==> src/rtl/vstore_pkg.sv <==
// Shared widths, FSM state type and the lane-to-pixel conversion for the vector store writer.
// VSTORE_SATURATE_EN selects round-and-saturate conversion instead of plain truncation.
package vstore_pkg;

  localparam int LANES         = 6;
  localparam int LANE_WIDTH    = 19;
  localparam int FRAC_BITS     = 10;
  localparam int PIXEL_WIDTH   = 8;
  localparam int ADDRESS_WIDTH = 18;
  localparam int DATA_WIDTH    = LANES * LANE_WIDTH;
  localparam int WORD_WIDTH    = LANES * PIXEL_WIDTH;

  typedef enum logic [1:0] {
    IDLE,
    RUN,
    DRAIN
  } vstore_state_t;

  typedef logic [LANE_WIDTH-1:0]  lane_t;
  typedef logic [PIXEL_WIDTH-1:0] pixel_t;

`ifdef VSTORE_SATURATE_EN
  // Magnitude plus one half LSB; bit 18 set means the rounded integer reached 256.
  function automatic lane_t round_lane(input lane_t l);
    return {1'b0, l[LANE_WIDTH-2:0]} + lane_t'(1 << (FRAC_BITS - 1));
  endfunction

  function automatic logic lane_clamps(input lane_t l);
    lane_t r;
    r = round_lane(l);
    return l[LANE_WIDTH-1] | r[LANE_WIDTH-1];
  endfunction

  function automatic pixel_t lane_to_pixel(input lane_t l);
    lane_t r;
    r = round_lane(l);
    if (l[LANE_WIDTH-1])      return '0;
    else if (r[LANE_WIDTH-1]) return '1;
    else                      return r[PIXEL_WIDTH+FRAC_BITS-1:FRAC_BITS];
  endfunction
`else
  function automatic pixel_t lane_to_pixel(input lane_t l);
    return l[PIXEL_WIDTH+FRAC_BITS-1:FRAC_BITS];
  endfunction
`endif

endpackage

==> src/rtl/vector_store_writer_if.sv <==
// Command, vector-input and memory-write signals of the vector store writer; slave is the engine side.
// The clipped flag exists only when VSTORE_SATURATE_EN is defined.
interface vector_store_writer_if;
  import vstore_pkg::*;

  logic                     start;
  logic [ADDRESS_WIDTH-1:0] baseAddress;
  logic [ADDRESS_WIDTH-1:0] vectorCount;
  logic                     inValid;
  logic                     inReady;
  logic [DATA_WIDTH-1:0]    inData;
  logic                     writeEnable;
  logic [ADDRESS_WIDTH-1:0] writeAddress;
  logic [WORD_WIDTH-1:0]    writeData;
  logic                     busy;
  logic                     done;
`ifdef VSTORE_SATURATE_EN
  logic                     clipped;

  modport master (output start, baseAddress, vectorCount, inValid, inData,
                  input  inReady, writeEnable, writeAddress, writeData, busy, done, clipped);
  modport slave  (input  start, baseAddress, vectorCount, inValid, inData,
                  output inReady, writeEnable, writeAddress, writeData, busy, done, clipped);
`else
  modport master (output start, baseAddress, vectorCount, inValid, inData,
                  input  inReady, writeEnable, writeAddress, writeData, busy, done);
  modport slave  (input  start, baseAddress, vectorCount, inValid, inData,
                  output inReady, writeEnable, writeAddress, writeData, busy, done);
`endif

endinterface

==> src/rtl/pixel_packer.sv <==
// Combinational: converts every lane to a pixel and packs them, lane k into bits [8k+7:8k]; no backpressure.
// With VSTORE_SATURATE_EN it also reports whether any lane clamped.
module pixel_packer
  import vstore_pkg::*;
(
  input  logic [DATA_WIDTH-1:0] lanes,
  output logic [WORD_WIDTH-1:0] word
`ifdef VSTORE_SATURATE_EN
  ,
  output logic                  clamp
`endif
);

  always_comb begin
    word = '0;
`ifdef VSTORE_SATURATE_EN
    clamp = 1'b0;
`endif
    for (int k = 0; k < LANES; k++) begin
      word[k*PIXEL_WIDTH +: PIXEL_WIDTH] = lane_to_pixel(lanes[k*LANE_WIDTH +: LANE_WIDTH]);
`ifdef VSTORE_SATURATE_EN
      clamp = clamp | lane_clamps(lanes[k*LANE_WIDTH +: LANE_WIDTH]);
`endif
    end
  end

endmodule

==> src/rtl/vector_store_writer.sv <==
// Burst writer: each accepted vector becomes one pixel word written one cycle later at the next address.
// inReady comes from state/count only; clipped (VSTORE_SATURATE_EN) is sticky until the next accepted start.
module vector_store_writer
  import vstore_pkg::*;
(
  input logic                  clk,
  input logic                  reset,
  vector_store_writer_if.slave bus
);

  vstore_state_t            state, state_nxt;
  logic [ADDRESS_WIDTH-1:0] addr_cnt;
  logic [ADDRESS_WIDTH-1:0] remaining;
  logic [ADDRESS_WIDTH-1:0] wr_addr_q;
  logic [WORD_WIDTH-1:0]    wr_data_q;
  logic [WORD_WIDTH-1:0]    packed_word;
  logic                     wr_en_q;
  logic                     done_q;
  logic                     start_ok;
  logic                     in_rdy;
  logic                     xfer;
  logic                     last_xfer;
`ifdef VSTORE_SATURATE_EN
  logic                     clamp;
  logic                     clipped_q;
`endif

  pixel_packer u_packer (
    .lanes (bus.inData),
    .word  (packed_word)
`ifdef VSTORE_SATURATE_EN
    ,
    .clamp (clamp)
`endif
  );

  assign start_ok  = (state == IDLE) && bus.start;
  assign in_rdy    = (state == RUN) && (remaining != '0);
  assign xfer      = bus.inValid && in_rdy;
  assign last_xfer = xfer && (remaining == ADDRESS_WIDTH'(1));

  always_ff @(posedge clk or posedge reset) begin
    if (reset) state <= IDLE;
    else       state <= state_nxt;
  end

  always_comb begin
    state_nxt = state;
    case (state)
      IDLE:    if (start_ok && (bus.vectorCount != '0)) state_nxt = RUN;
      RUN:     if (last_xfer) state_nxt = DRAIN;
      DRAIN:   state_nxt = IDLE;
      default: state_nxt = IDLE;
    endcase
  end

  // A zero-length start completes immediately: done next cycle, no write, never busy.
  always_ff @(posedge clk or posedge reset) begin
    if (reset) begin
      addr_cnt  <= '0;
      remaining <= '0;
      wr_addr_q <= '0;
      wr_data_q <= '0;
      wr_en_q   <= 1'b0;
      done_q    <= 1'b0;
    end else begin
      wr_en_q <= xfer;
      done_q  <= last_xfer || (start_ok && (bus.vectorCount == '0));
      if (start_ok) begin
        addr_cnt  <= bus.baseAddress;
        remaining <= bus.vectorCount;
      end else if (xfer) begin
        addr_cnt  <= addr_cnt + ADDRESS_WIDTH'(1);
        remaining <= remaining - ADDRESS_WIDTH'(1);
        wr_addr_q <= addr_cnt;
        wr_data_q <= packed_word;
      end
    end
  end

`ifdef VSTORE_SATURATE_EN
  always_ff @(posedge clk or posedge reset) begin
    if (reset)              clipped_q <= 1'b0;
    else if (start_ok)      clipped_q <= 1'b0;
    else if (xfer && clamp) clipped_q <= 1'b1;
  end

  assign bus.clipped = clipped_q;
`endif

  assign bus.inReady      = in_rdy;
  assign bus.writeEnable  = wr_en_q;
  assign bus.writeAddress = wr_addr_q;
  assign bus.writeData    = wr_data_q;
  assign bus.busy         = (state != IDLE);
  assign bus.done         = done_q;

endmodule

==> src/flat_wrapper.sv <==
// flat-port wrapper written by rule: the top's interface ports become plain ports
module vector_store_writer_flat import vstore_pkg::*;
  (clk, reset, bus_start, bus_baseAddress, bus_vectorCount, bus_inValid, bus_inData, bus_inReady, bus_writeEnable, bus_writeAddress, bus_writeData, bus_busy, bus_done);
  vector_store_writer_if bus_i ();
  input logic clk;
  input logic reset;
  input wire logic [$bits(bus_i.start)-1:0] bus_start;
  input wire logic [$bits(bus_i.baseAddress)-1:0] bus_baseAddress;
  input wire logic [$bits(bus_i.vectorCount)-1:0] bus_vectorCount;
  input wire logic [$bits(bus_i.inValid)-1:0] bus_inValid;
  input wire logic [$bits(bus_i.inData)-1:0] bus_inData;
  output wire logic [$bits(bus_i.inReady)-1:0] bus_inReady;
  output wire logic [$bits(bus_i.writeEnable)-1:0] bus_writeEnable;
  output wire logic [$bits(bus_i.writeAddress)-1:0] bus_writeAddress;
  output wire logic [$bits(bus_i.writeData)-1:0] bus_writeData;
  output wire logic [$bits(bus_i.busy)-1:0] bus_busy;
  output wire logic [$bits(bus_i.done)-1:0] bus_done;
  assign bus_i.start = bus_start;
  assign bus_i.baseAddress = bus_baseAddress;
  assign bus_i.vectorCount = bus_vectorCount;
  assign bus_i.inValid = bus_inValid;
  assign bus_i.inData = bus_inData;
  assign bus_inReady = bus_i.inReady;
  assign bus_writeEnable = bus_i.writeEnable;
  assign bus_writeAddress = bus_i.writeAddress;
  assign bus_writeData = bus_i.writeData;
  assign bus_busy = bus_i.busy;
  assign bus_done = bus_i.done;
  vector_store_writer u_core (.clk(clk), .reset(reset), .bus(bus_i));
endmodule
==> config.mk <==
export PLATFORM = sky130hd
export DESIGN_NAME = vector_store_writer_flat
export DESIGN_NICKNAME = d
export VERILOG_FILES = /design/src/rtl/vstore_pkg.sv /design/src/rtl/vector_store_writer_if.sv /design/src/rtl/pixel_packer.sv /design/src/rtl/vector_store_writer.sv /design/src/flat_wrapper.sv
export SDC_FILE = /design/constraint.sdc
export NUM_CORES = 1
export LEC_CHECK = 0
export ABC_CLOCK_PERIOD_IN_PS = 8500
export CAP_MARGIN = 15
export CORE_MARGIN = 2
export CORE_UTILIZATION = 35
export CTS_BUF_LIST = sky130_fd_sc_hd__clkbuf_16
export CTS_CLUSTER_SIZE = 20
export DETAILED_ROUTE_END_ITERATION = 8
export PLACE_DENSITY = 0.71
export SYNTH_ARGS = -nofsm -noshare
export SYNTH_HDL_FRONTEND = slang
export SYNTH_SLANG_ARGS = --single-unit
==> constraint.sdc <==
create_clock -name clk -period 8.5 [get_ports clk]
set_clock_uncertainty 0.2 [all_clocks]
set_input_delay 1.7 -clock clk [delete_from_list [all_inputs] [get_ports clk]]
set_output_delay 1.7 -clock clk [all_outputs]
set_load 0.005 [all_outputs]
**Word level (Yosys, flattened, before mapping)**

Cells that the tools add are included.

- Bits in registers: 106
- Logic and storage cells: 36

- Add/sub/neg operators: 2
- Equal/unequal tests: 4
- Muxes and demuxes: 7
- Bitwise operators: 1
- Reductions and logical operators: 15

Operators with widths:

| operator | number |
|---|---|
| 18-bit 2-to-1 mux | 4 |
| 18-bit nonzero test | 2 |
| 18-bit by 1-bit adder with 18-bit output, second input constant | 1 |
| 18-bit by 1-bit == test with 1-bit output, second input constant | 1 |
| 18-bit logical NOT | 1 |
| 18-bit by 1-bit subtractor with 18-bit output, second input constant | 1 |
| 1-bit logical AND | 6 |
| 2-bit 2-to-1 mux | 2 |
| 2-bit case mux with 2 select lines | 1 |
| 2-bit AND reduction | 2 |
| 2-bit nonzero test | 2 |
| 2-bit by 1-bit == test with 1-bit output, second input constant | 1 |
| 2-bit logical NOT | 1 |
| 2-bit by 1-bit inequality test with 1-bit output, second input constant | 1 |
| 2-bit inequality test, second input constant | 1 |
| 1-bit logical OR | 1 |
| 1-bit inverter | 1 |

**Depth between registers and ports, before layout**

Gate-level depths: netlist of the first run.

- Depth in word-level cells: 6
- Mapped depth: 11
- Mapped depth without buffers: 7

**By module**

From an unflattened synthesis of the first run, not the netlist that was laid out.

- Cell total of the unflattened synthesis: 598
- Area total of the unflattened synthesis: 5,235.0 µm²

By module, submodules not included:

| module | instances | cells an instance | area each (µm²) | sequential area each (µm²) |
|---|---|---|---|---|
| vector_store_writer | 1 | 550 | 4,874.7 | 2,652.5 |
| pixel_packer | 1 | 48 | 360.3 | 0.0 |

**Least setup slack after synthesis of the first run**

Ideal clock, no wire load.

- Path kind: register to output
- Start point: reg u_core.remaining[10]
- End point: out bus_inReady
- Arrival time: 1.606 ns
- Path slack: 4.994 ns
- Cell stages (with the launch flop): 5
- Cell sequence: dfrtp_1 -> or4_1 -> buf_2 -> nor4b_4 -> a21oi_1

- Word-level cells in the longest chain between the ends: 2

Ends and longest elaborated chain:

| element | line | text |
|---|---|---|
| start, declared | vector_store_writer.sv:13 | `logic [ADDRESS_WIDTH-1:0] remaining;` |
| start signal, assigned | vector_store_writer.sv:71 | `remaining <= bus.vectorCount;` |
| start signal, assigned | vector_store_writer.sv:74 | `remaining <= remaining - ADDRESS_WIDTH'(1);` |
| 18-bit nonzero test | vector_store_writer.sv:38 | `assign in_rdy = (state == RUN) && (remaining != '0);` |
| 1-bit logical AND | vector_store_writer.sv:38 |  |
| end, declared | flat_wrapper.sv:12 | `output wire logic [$bits(bus_i.inReady)-1:0] bus_inReady;` |

No other way between the ends.

**Worst setup path in the final report of the first run**

- Start point: in bus_inValid
- End point: reg u_core.addr_cnt[11]

- Word-level cells in the longest chain between the ends: 2

Ends and longest elaborated chain:

| element | line | text |
|---|---|---|
| start, declared | flat_wrapper.sv:10 | `input wire logic [$bits(bus_i.inValid)-1:0] bus_inValid;` |
| 1-bit logical AND | vector_store_writer.sv:39 | `assign xfer = bus.inValid && in_rdy;` |
| 2-bit nonzero test (no line) | - |  |
| end signal, assigned | vector_store_writer.sv:70 | `addr_cnt <= bus.baseAddress;` |
| end signal, assigned | vector_store_writer.sv:73 | `addr_cnt <= addr_cnt + ADDRESS_WIDTH'(1);` |
| end, declared | vector_store_writer.sv:12 | `logic [ADDRESS_WIDTH-1:0] addr_cnt;` |

No other way between the ends.
A chain may end at the register's enable or synchronous reset.

==> results of run 1 <==
flip-flops by register name, summed over array words and instances, names as in the netlist:
signal / count
u_core.bus.writeAddress: 18
u_core.state: 2
u_core.addr_cnt: 18
u_core.bus.done: 1
u_core.remaining: 18
u_core.bus.writeEnable: 1
u_core.bus.writeData: 48
synth_stat cells, types with 8 or more instances:
library cell,number
a21o_1,11
a21oi_1,8
a22oi_1,10
buf_2,18
dfrtp_1,106
inv_1,11
nand2_1,222
nand3_1,17
nor2_1,17
nor3_1,8
nor4_1,8
o21ai_0,26
path summary, 6_finish.rpt:
kind                       slack (ns)                                       to  cells past startpoint
min in group asynchronous        1.56     u_core.bus.writeData[18]$_DFFE_PP0P_                      2
hold reg to reg                  0.28  u_core.bus.writeAddress[15]$_DFFE_PP0P_                      2
setup reg to reg                 4.18          u_core.addr_cnt[13]$_DFFE_PP0P_                      7
setup / recovery                 3.86          u_core.addr_cnt[11]$_DFFE_PP0P_                      7
hold / removal                   0.28  u_core.bus.writeAddress[15]$_DFFE_PP0P_                      2
max in group asynchronous        5.32          u_core.addr_cnt[15]$_DFFE_PP0P_                      3
kinds of logic after synthesis:
| family | Yosys count |
|---|---|
| flip-flops | 106 |
| adder cells (fa/ha/maj) | 3 |
| AO/OA/AOI/OAI | 100 |
| buffers and inverters | 43 |
| AND/OR/NAND/NOR | 306 |
| XOR/XNOR | 2 |
| multiplexers | 1 |
layout make-up:
cell class,instances,area [um^2]
clock inverter,7,37.5
clock buffer,9,225
multi-input combinational,412,2080
inverter,12,47.5
timing repair buffer,160,1590
fill,1263,6960
sequential,106,2650
tap,180,225
through the flow:
step | total power, mW | util, % | hold slack, ns | worst slack [ns]
finish | 2.09 | 49.7 | 0.276 | 3.86
global route | 2.26 | 49.7 | 0.301 | 3.58
CTS | 2.11 | 49.7 | 0.278 | 3.81
detailed placement | 1.73 | 47.8 | 0.261 | 3.46
global placement | 1.69 | 47.8 | 0.253 | 3.53
floorplan | 1.31 | - | 0.240 | 3.81
worst min-delay path, delay by kind of cell, from the launching register on:
kind             cells  cell delay, ns
flip-flops           1            0.34
AND/OR/NAND/NOR      2            0.10
power by group:
| group | internal, mW | switching (mW) |
|---|---|---|
| sequential | 0.699 | 0.159 |
| combinational | 0.440 | 0.417 |
| clock | 0.195 | 0.180 |
| total | 1.33 | 0.757 |
per-layer routing:
layer	up-vias	wire (um)
li1	2195	-
met1	2164	5750
met2	148	6270
met3	14	953
met4	0	196
met5	-	0
==> results.md, run 1 <==
* Detailed router's first-iteration violation count at 258
* Tot GR Track Use at 17.5%
* Seq/Total Area, Yosys at 53.7%
* Core area at 0.0138 mm^2
* Post-synth top area cell: dfrtp_1
* Resize count post-CTS at 0
* Crit-path slowest cell: buf_4
* CTS H-tree depth at 3
* Critical register-to-register path startpoint: u_core.remaining[10]$_DFFE_PP0P_
* Area Growth Syn to Fin at 39.0%
* Nets at 858
* Fmax at 0.215 GHz
* Relative slew slack at 27.8%
* Commonest cells after routing, fill and taps aside: 222 x nand2_1, 157 x clkdlybuf4s50_1, 106 x dfrtp_1
* CTS Root Cell: clkbuf_16
* Synthesis-stage register bit count at 106
* Dpl cell area at 0.00660 mm^2
* Critical path type: in -> reg
* CP max stage delay at 0.61 ns
* Most common cell after layout, fill and taps aside: nand2_1
* Clock buffer count from CTS at 9
* Crit path max-delay family: buffers and inverters
* CP cell instances: clkdlybuf4s50_1, nand3_1, a21o_4, inv_2, buf_4, nand2_1, o311ai_0
* Worst EP arrival at 4.66 ns
* Routed len/inst at 14.9 um
* Antenna Violating Nets Remaining at 0
* Routed wire length at 13200 um
* Max_cap viols at 0
* Share of the synthesized area in the top cell type at 53.7%
* Gr ovfl total at 0
* Initial core utilization at 35.7%
* Ys Warns at 0
* DP Cell Count at 870
* Setup TNS at 0 ns
* Crit. End Element: register
* First-pass detailed-route iteration total at 5
* Pwr/cell area at 305 mW/mm^2
* RSZ-0062 raised after global routing: no
* Hold Path Origin: u_core.bus.writeAddress[15]$_DFFE_PP0P_
* Fin crit period at 4.64 ns
* Synth unique cells at 46
* Post-synth EDFFs at 0
* Largest family of logic cells by synthesized area: simple AND/OR/NAND/NOR gates
* Post-CTS Setup Repair Bufs at 0
* Worst setup path startpoint: bus_inValid
* Buffers & Inverters on Critical Path at 3
* First-pass GRT wire length at 20600 um
* Tightest Pin Transition at 1.08 ns
* Syn nets at 718
* Row count at 43
* # port buffers at 157
* Largest net degree at the start of global routing at 101
* Cells after synthesis at 561
* Layout Cells excl Fill at 886
* Part of the cycle the worst path needs at 54.6%
* Crit-path max FO at 100
* CTS clk-pin slew, worst paths at 0.07 ns
* Post-DR vias/cell at 5.10
* Clock network latency to the later pin of the worst-skew pair at 0.34 ns
* Hold Path Class: reg -> reg
* Final Hold Viols at 0
* Gp weighted congestion at 0.825
* I/O Pins at 224
* Synth async-reset ratio at 100%
* Main synth FF type: dfrtp_1
* Busiest layer in global routing: met2
* Crit path required time at 8.52 ns
* Chip width at 123 um
* Post-Synth Adder-Cell Area at 0.760%
* CTS tree: yes
* Synth Area in XOR/XNOR at 0.355%
* Netlist Area Pre-Place at 0.00494 mm^2
* Leak at 3.14 nW
* Top cells by area, synth: dfrtp_1 54%, nand2_1 17%, o21ai_0 2.6%, buf_2 1.8%, nand3_1 1.7%
* Die Y at 123 um
* Initial antenna violation count at 0
* Fin. max-slew vios at 0
* Post-synthesis mux area share at 0.203%
* GRT met2 Usage at 28.4%
* Syn_area_per_cell at 8.81 um^2
* Vias in the first global route at 4235
* Max IR drop VDD at 126 uV
* Met3 Usage GRT at 3.49%
* Area share of and/or/nand/nor cells after synthesis at 26.6%
* Met1 Use GR at 23.0%
* CTS Sinks at 106
* Die area at 0.0151 mm^2
* CTS Hold Buffers Added at 0
* Ant. Diodes at 0
* Crit start category: primary input
* # setup viols final at 0
* Max clock buf depth at 2
* Compound-Gate Fraction of Synth Area at 14.1%
* HPWL after DPL at 9080 um
* Status: finished clean
* Share of cells above drive strength 1 at 3.68%
* DRC at 0
* Vias after detailed routing at 4521
* Fin area at 0.00687 mm^2
Note: power is estimated with default switching activity, not from simulation.
==> run 2, diff against run 1 <==
--- a/config.mk
+++ b/config.mk
@@ -5,7 +5,7 @@
 export SDC_FILE = /design/constraint.sdc
 export NUM_CORES = 1
 export LEC_CHECK = 0
-export ABC_CLOCK_PERIOD_IN_PS = 8500
+export ABC_CLOCK_PERIOD_IN_PS = 4600
 export CAP_MARGIN = 15
 export CORE_MARGIN = 2
 export CORE_UTILIZATION = 35
==> constraint.sdc (replaced) <==
create_clock -name clk -period 4.6 [get_ports clk]
set_clock_uncertainty 0.2 [all_clocks]
set_input_delay 0.92 -clock clk [delete_from_list [all_inputs] [get_ports clk]]
set_output_delay 0.92 -clock clk [all_outputs]
set_load 0.005 [all_outputs]
==> results.md, run 2 (same netlist as run 1, synthesis figures left out) <==
* CTS H-tree depth at 3
* Max reg flops at 48
* Critical path type: reg -> out
* Chip width at 123 um
* FILL cells at 1259
* CTS Sinks at 106
* # port buffers at 157
* Max_cap viols at 0
* Met3 Usage GRT at 3.62%
* RSZ-0062 raised after global routing: no
* Fin. max-slew vios at 0
* DRC at 0
* Crit start category: register
* Met1 Use GR at 23.2%
* Clock buffer count from CTS at 9
* CTS clk-pin slew, worst paths at 0.07 ns
* Resize count post-CTS at 0
* Hold Path Class: reg -> reg
* Largest net degree at the start of global routing at 80
* Ant. Diodes at 0
* Max clock buf depth at 2
* Fin crit period at 3.86 ns
* Comb pwr share at 41.0%
* Post-DR vias/cell at 5.08
* Tightest Pin Transition at 1.11 ns
* Routed len/inst at 14.7 um
* Leak at 3.16 nW
* Vias after detailed routing at 4512
* Part of the cycle the worst path needs at 83.9%
* Commonest cells after routing, fill and taps aside: 222 x nand2_1, 157 x clkdlybuf4s50_1, 106 x dfrtp_1
* Crit-path max FO at 8
* Crit path required time at 3.48 ns
* Fmax at 0.259 GHz
* Post-CTS Setup Repair Bufs at 0
* Die Y at 123 um
* I/O Pins at 224
* Fin area at 0.00691 mm^2
* Tot GR Track Use at 17.6%
* Die area at 0.0151 mm^2
* Core area at 0.0138 mm^2
* Gr ovfl total at 0
* Cell Int Power at 2.49 mW
* Status: finished clean
* First-pass GRT wire length at 20800 um
* Clock network latency to the later pin of the worst-skew pair at 0.34 ns
* CTS Root Cell: clkbuf_16
* Switch share at 36.3%
* Relative slew slack at 26.0%
* Area Growth Syn to Fin at 39.8%
* Sequential Power Share at 40.4%
* Pwr/cell area at 566 mW/mm^2
* Final core occ at 50.0%
* First-pass detailed-route iteration total at 4
* GRT met2 Usage at 28.2%
* Final Hold Viols at 0
* CTS Hold Buffers Added at 0
* Worst EP arrival at 2.74 ns
* CTS tree: yes
* Dpl cell area at 0.00663 mm^2
* Gp weighted congestion at 0.825
* Clock Power Share at 18.5%
* # setup viols final at 0
* HPWL after DPL at 9250 um
* Initial core utilization at 35.7%
* CP max stage delay at 0.72 ns
* Busiest layer in global routing: met2
* Crit-path slowest cell: or4_1
* Vias in the first global route at 4328
* Row count at 43
* Share of cells above drive strength 1 at 4.24%
* CP cell instances: or4_1, nor4b_4, a21oi_1, clkdlybuf4s50_1
* Initial antenna violation count at 0
* Psw at 1.42 mW
* Setup TNS at 0 ns
* Routed wire length at 13100 um
* Most common cell after layout, fill and taps aside: nand2_1
* Layout Cells excl Fill at 888
* Total power at 3.91 mW
* Nets at 860
* DP Cell Count at 872
* Crit. End Element: primary output
* Detailed router's first-iteration violation count at 202
* Max IR drop VDD at 271 uV
* Antenna Violating Nets Remaining at 0
[run 2: changes by cell type in the layout (fill, tap and decap cells not counted), sizes merged]
cell,delta
inv,+3
buf,+2
clkinv,-3
[run 2: worst paths after layout]
check	from	to	slack, ns	cells past startpoint
min in group asynchronous	reset	u_core.bus.writeData[18]$_DFFE_PP0P_	0.85	2
max in group asynchronous	reset	u_core.bus.writeAddress[9]$_DFFE_PP0P_	2.52	3
hold reg to reg	u_core.bus.writeData[45]$_DFFE_PP0P_	u_core.bus.writeData[45]$_DFFE_PP0P_	0.27	2
setup / recovery	u_core.remaining[10]$_DFFE_PP0P_	bus_inReady	0.74	4
hold / removal	u_core.bus.writeData[45]$_DFFE_PP0P_	u_core.bus.writeData[45]$_DFFE_PP0P_	0.27	2
setup reg to reg	u_core.remaining[10]$_DFFE_PP0P_	u_core.addr_cnt[10]$_DFFE_PP0P_	1.12	6
[run 2: worst max-delay path, delay by kind of cell (launching register included)]
| family | cells | cell delay (ns) |
|---|---|---|
| buf+inv | 1 | 0.48 |
| simple gates | 2 | 1.28 |
| compound gates | 1 | 0.18 |
| flops | 1 | 0.45 |
[run 2: power groups by stage]
stage / logic (mW) / registers (mW) / clock network [mW]
2_1_floorplan: 0.870 / 1.56 / 0
3_3_place_gp: 1.57 / 1.57 / 0
3_5_place_dp: 1.61 / 1.59 / 0
4_1_cts: 1.62 / 1.58 / 0.744
5_1_grt: 1.79 / 1.64 / 0.789
6_report: 1.60 / 1.58 / 0.724
[run 2: routing by layer]
layer  part of all wire (%)  up-vias  routed length, um
li1                       -     2193                  -
met1                     44     2135               5710
met2                     47      164               6080
met3                    7.6       20                991
met4                    2.0        0                267
met5                      0        -                  0
[run 2: cell type report]
type	count	area [um^2]	share of cell area [%]
sequential	106	2650	38.4
inverter	12	47.5	0.688
tap	180	225	3.26
multi-input combinational	412	2080	30.2
timing repair buffer	162	1620	23.5
clock buffer	9	225	3.26
clock inverter	7	50.0	0.725
[run 2: stage by stage]
| step | setup WS (ns) | hold slack (ns) |
|---|---|---|
| floorplan | 0.691 | 0.240 |
| global placement | 1.16 | 0.255 |
| finish | 0.741 | 0.273 |
| CTS | 0.757 | 0.279 |
| global route | 0.618 | 0.301 |
| detailed placement | 1.13 | 0.262 |
